`src/rtl/emac_tx_change.sv`:
```
// Transmit adapter from the user-side ff_tx_* word stream to the MAC Tx_mac_* interface.
// Words pass through a hold register for framing repair, then a small FIFO, then a registered output stage.
module emac_tx_change #(
  parameter int DEPTH = 8
) (
  input  logic        Clk_user,
  input  logic        Reset_n,
  input  logic [31:0] ff_tx_data,
  input  logic [1:0]  ff_tx_mod,
  input  logic        ff_tx_sop,
  input  logic        ff_tx_eop,
  input  logic        ff_tx_wren,
  input  logic        ff_tx_err,
  output logic        ff_tx_rdy,
  input  logic        Tx_mac_wa,
  output logic        Tx_mac_wr,
  output logic [31:0] Tx_mac_data,
  output logic [1:0]  Tx_mac_BE,
  output logic        Tx_mac_sop,
  output logic        Tx_mac_eop,
  output logic [7:0]  cnt_stray,
  output logic [7:0]  cnt_trunc,
  output logic [7:0]  cnt_uerr
);

  localparam int AW = $clog2(DEPTH);
  localparam logic [AW:0] RdyMaxOcc = (AW+1)'(DEPTH - 2);

  typedef enum logic {IDLE, IN_FRAME} state_e;

  typedef struct packed {
    logic [31:0] data;
    logic [1:0]  mod;
    logic        sop;
    logic        eop;
  } word_t;

  state_e      state_q, state_d;
  word_t       hold_q, hold_d, in_word, wr_word, tx_word_q;
  logic        hold_vld_q, hold_vld_d;
  logic        rdy_q, rdy_d, tx_wr_q;
  logic [7:0]  stray_q, stray_d, trunc_q, trunc_d, uerr_q, uerr_d;
  logic [AW:0] wptr_q, rptr_q, occ, occ_next;
  word_t       mem [DEPTH];

  logic accept, load, truncate, fifo_wr, pop, full, empty;

  function automatic logic [7:0] satInc(input logic [7:0] c, input logic inc);
    return (inc && c != 8'hFF) ? c + 8'd1 : c;
  endfunction

  assign full     = (wptr_q == {~rptr_q[AW], rptr_q[AW-1:0]});
  assign empty    = (wptr_q == rptr_q);
  assign occ      = wptr_q - rptr_q;
  assign pop      = Tx_mac_wa && !empty;
  assign accept   = ff_tx_wren && rdy_q;
  assign in_word  = '{data: ff_tx_data, mod: ff_tx_mod, sop: ff_tx_sop, eop: ff_tx_eop};
  assign load     = accept && (state_q == IN_FRAME || ff_tx_sop);
  assign truncate = accept && (state_q == IN_FRAME) && ff_tx_sop;
  // In IN_FRAME the hold is always a non-eop word; in IDLE it is either empty or a finished eop word.
  assign fifo_wr  = hold_vld_q && (hold_q.eop || (accept && state_q == IN_FRAME)) && !full;

  always_comb begin
    wr_word = hold_q;
    if (truncate) begin
      wr_word.eop = 1'b1;
      wr_word.mod = 2'b00;
    end
    hold_d     = load ? in_word : hold_q;
    hold_vld_d = load ? 1'b1 : (fifo_wr ? 1'b0 : hold_vld_q);
    state_d    = load ? (ff_tx_eop ? IDLE : IN_FRAME) : state_q;
    occ_next   = occ + (AW+1)'(fifo_wr) - (AW+1)'(pop);
    rdy_d      = (occ_next <= RdyMaxOcc);
    stray_d    = satInc(stray_q, accept && state_q == IDLE && !ff_tx_sop);
    trunc_d    = satInc(trunc_q, truncate);
    uerr_d     = satInc(uerr_q, accept && ff_tx_eop && ff_tx_err);
  end

  always_ff @(posedge Clk_user or negedge Reset_n) begin
    if (!Reset_n) begin
      state_q    <= IDLE;
      hold_q     <= '0;
      hold_vld_q <= 1'b0;
      rdy_q      <= 1'b0;
      stray_q    <= '0;
      trunc_q    <= '0;
      uerr_q     <= '0;
      wptr_q     <= '0;
      rptr_q     <= '0;
      tx_wr_q    <= 1'b0;
      tx_word_q  <= '0;
    end else begin
      state_q    <= state_d;
      hold_q     <= hold_d;
      hold_vld_q <= hold_vld_d;
      rdy_q      <= rdy_d;
      stray_q    <= stray_d;
      trunc_q    <= trunc_d;
      uerr_q     <= uerr_d;
      if (fifo_wr) wptr_q <= wptr_q + 1'b1;
      if (pop) begin
        rptr_q    <= rptr_q + 1'b1;
        tx_word_q <= mem[rptr_q[AW-1:0]];
      end
      tx_wr_q <= pop;
    end
  end

  // Storage array carries no reset; only the pointers define its contents.
  always_ff @(posedge Clk_user) begin
    if (fifo_wr) mem[wptr_q[AW-1:0]] <= wr_word;
  end

  assign ff_tx_rdy   = rdy_q;
  assign Tx_mac_wr   = tx_wr_q;
  assign Tx_mac_data = tx_word_q.data;
  assign Tx_mac_BE   = tx_word_q.mod;
  assign Tx_mac_sop  = tx_word_q.sop;
  assign Tx_mac_eop  = tx_word_q.eop;
  assign cnt_stray   = stray_q;
  assign cnt_trunc   = trunc_q;
  assign cnt_uerr    = uerr_q;

endmodule

```
`config.mk`:
```
export PLATFORM = sky130hd
export DESIGN_NAME = emac_tx_change
export DESIGN_NICKNAME = d
export VERILOG_FILES = /design/src/rtl/emac_tx_change.sv
export SDC_FILE = /design/constraint.sdc
export NUM_CORES = 1
export LEC_CHECK = 0
export ABC_AREA = 1
export CAP_MARGIN = 20
export CORE_UTILIZATION = 60
export DETAILED_ROUTE_END_ITERATION = 16
export PLACE_DENSITY = 0.76
export SETUP_SLACK_MARGIN = 0.05
export SYNTH_ARGS = -nofsm -noshare
export SYNTH_HDL_FRONTEND = slang
export SYNTH_SLANG_ARGS = --single-unit
```
`constraint.sdc`:
```
create_clock -name Clk_user -period 6.7 [get_ports Clk_user]
set_input_delay 1.34 -clock Clk_user [delete_from_list [all_inputs] [get_ports Clk_user]]
set_output_delay 1.34 -clock Clk_user [all_outputs]
set_load 0.05 [all_outputs]
```
==> flow_summary.yaml <==
route:
  drc_marker_count_from_the_first_detailed_route_iteration: 1180
  topRoutingLayerUsed: "met4"
  post_drt_via_cell_ratio: 5.09
  drt.antenna.violating_nets: 0
  wirelength_met1_um: 15200
  vias: 12000
  drt-total-wl_um: 37000
  met2WireLength_um: 18900
  drt-wirelength-per-cell_um: 15.7
  met3_routed_wl_um: 2200
  drcViolationCount: 0
  length_of_the_first_detailed_routing_pass_in_iterations: 5
critical_path:
  worstPathMaxFanout: 90
  setup.worst_path.start_class: "flop"
  worstSetupEndpointType: "flop"
  timing.setup.critical_path_class: "reg2reg"
  timing.critical_path.required_ns: 7.11
  crit_start: "rptr_q[0]"
  r2r_path_start: "rptr_q[0]"
  critPathArrivalTime_ns: 4.44
clock_tree:
  cts_setup_buffers: 0
  postCtsHoldBufs: 0
  clk-insertion-delay-late_ns: 0.53
  cts_buffer_depth: 3
  cts_resized: 0
  cts.htree.levels: 2
  clk_pin_slew_ns: 0.07
  root_buffer: "sky130_fd_sc_hd__clkbuf_16"
  cts_tree: "done"
  cts_num_sinks: 396
  cts_buffers: 40
yosys:
  main_combinational_cell_family_by_area_after_synthesis: "simple AND/OR/NAND/NOR gates"
  post_synthesis_mux_area_share: 0
  netlist.top_cell.by_area: "sky130_fd_sc_hd__edfxtp_1"
  post-synth-top-area-fraction: 0.494
  synthAdderAreaFrac: 0.00914
  synth.distinct_cells: 30
  syn_avg_cell_area_um2: 9.42
  syn_inst: 1861
  yosys.area_share.simple: 0.233
  synthTopCellsByArea: "sky130_fd_sc_hd__edfxtp_1 49%, sky130_fd_sc_hd__nand2_1 17%, sky130_fd_sc_hd__dfrtp_1 15%"
  syn-cell-area_mm2: 0.0175
  synthXorXnorAreaFrac: 0.00700
  yosys_register_bits: 396
  mappedNetlistNets: 1913
  synth-compound-area-share: 0.00643
  register_area_share_after_synthesis: 0.648
  synth_warnings: 0
hold_path:
  hp-start: "hold_vld_q"
  hold_class: "reg2reg"
floorplanning:
  initial_utilization: 0.610
  placementRows: 62
  design.portCount: 103
  total_die_area_mm2: 0.0299
  chipHeight_um: 173
  fp.coreArea_mm2: 0.0287
  dieWidth_um: 173
grt:
  antenna_found_initial: 0
  largest_net_degree_at_the_start_of_global_routing: 91
  wire_length_of_the_first_global_routing_pass_um: 61200
  first_global_vias: 12300
  grtUsageTotal: 0.258
  global_route.overflow_total: 0
placed_design:
  place_hpwl_um: 20900
  place.gp.congestion: 0.775
  portBuffers: 102
timing:
  maxSlewHeadroom: 0.364
  clock-skew-final_ns: 0.0191
  setup_repair_after_global_routing_missed_its_margin: "false"
  fin_worst_hold_slack_ns: 0.474
  layout_worst_path_cycle_share: 0.601
  post-route-min-period_ns: 4.02
  worst_max_slew_pin_slew_ns: 0.954
  final_slew_viol_count: 0
  finalSetupTns_ns: 0
  final-hold-violation-count: 0
  achievable-frequency_mhz: 248
  setup-violations-final: 0
layout:
  layout.filler_cells: 2045
  layout_common_cells: "802 x sky130_fd_sc_hd__nand2_1, 328 x sky130_fd_sc_hd__inv_1, 288 x sky130_fd_sc_hd__edfxtp_1"
  commonest_non_fill_non_tap_cell_in_the_layout: "sky130_fd_sc_hd__nand2_1"
  area_delta_synth_final_pct: 15.3
  post_route_cells_drive_above_1_share: 0.0556
  num-nets-final: 1999
  diodes: 0
pwr:
  leakage_nw: 9.66
  cellPowerDensity_mw_per_mm2: 473
  irDropWorstVdd_mv: 0.355
status:
  status: "complete, no violations"
flow_run:
  max_cap_violations: 0
==> metrics by stage <==
stage	instances	worst slack (ns)	total power, mW	utilization	cell area (um2)
2_1_floorplan	1861	2.68	6.26	-	17500
3_3_place_gp	2286	2.48	7.17	0.654	18800
3_5_place_dp	2288	2.39	7.31	0.656	18800
4_1_cts	2362	2.66	9.61	0.703	20200
5_1_grt	2363	2.44	10.1	0.704	20200
6_report	2363	2.68	9.56	0.704	20200
==> cell type report <==
type | count | area [um2] | area share
clock inverter | 22 | 262 | 0.0129
timing repair buffer | 118 | 1200 | 0.0595
multi-input combinational | 1053 | 4540 | 0.224
sequential | 396 | 11400 | 0.562
clock buffer | 52 | 1100 | 0.0543
tap | 384 | 480 | 0.0238
inverter | 338 | 1270 | 0.0629
==> state kept, by name, indices dropped and copies added (netlist names) <==
name / flops
Tx_mac_wr: 1
hold_q: 36
Tx_mac_eop: 1
ff_tx_rdy: 1
wptr_q: 4
Tx_mac_sop: 1
rptr_q: 4
cnt_uerr: 8
mem: 288
hold_vld_q: 1
Tx_mac_BE: 2
Tx_mac_data: 32
state_q: 1
cnt_stray: 8
cnt_trunc: 8
==> report_power, final <==
group,internal (mW),total (mW),switching [mW]
registers,3.40,3.92,0.526
logic,1.03,3.35,2.32
clock network,1.36,2.29,0.925
total,5.79,9.56,3.77
==> cell usage after synthesis, drive strengths merged <==
cell and number:
nand2 805, inv 337, edfxtp 288, nand3 166, dfrtp 108, buf 70
nor2 25, o21ai 15, xor2 14, ha 8, nand4 8, clkbuf 4
a21oi 3, fa 3, nand3b 3, a21boi 1, and3 1, clkinv 1
or2 1
==> logic make-up (layout without fill, tap and decap cells) <==
group | after synthesis | in the layout
AND/OR/NAND/NOR | 1009 | 1009
buffers and inverters | 412 | 530
flip-flops | 396 | 396
AO/OA/AOI/OAI | 19 | 19
XOR/XNOR | 14 | 14
adder cells (fa/ha/maj) | 11 | 11
==> per-layer routing <==
layer / global-route usage / vias up
li1: - / 5906
met1: 0.333 / 5712
met2: 0.456 / 358
met3: 0.0376 / 53
met4: 0.0734 / 0
met5: 0 / -
==> worst max-delay path, cell delays in order, from the launching register on <==
cell and delay [ns]:
sky130_fd_sc_hd__dfrtp_4 0.96, sky130_fd_sc_hd__inv_4 0.56, sky130_fd_sc_hd__nand2_1 0.18, sky130_fd_sc_hd__nand2_1 0.10
sky130_fd_sc_hd__nand2_4 0.11, sky130_fd_sc_hd__o21ai_4 0.06, sky130_fd_sc_hd__fa_1 0.40, sky130_fd_sc_hd__fa_1 0.51
sky130_fd_sc_hd__ha_1 0.15, sky130_fd_sc_hd__inv_1 0.05, sky130_fd_sc_hd__fa_1 0.37, sky130_fd_sc_hd__xor2_1 0.19
sky130_fd_sc_hd__nand3_1 0.10, sky130_fd_sc_hd__o21ai_0 0.10, sky130_fd_sc_hd__nor2_1 0.07
==> final timing paths <==
check | depth (start not counted) | slack [ns] | end
hold / removal | 2 | 0.47 | hold_vld_q
min in group asynchronous | 1 | 0.74 | hold_q[4]
setup / recovery | 14 | 2.68 | ff_tx_rdy
hold reg to reg | 2 | 0.47 | hold_vld_q
setup reg to reg | 14 | 2.68 | ff_tx_rdy
max in group asynchronous | 2 | 4.66 | rptr_q[0]
Power figures use the tool's default switching activity.
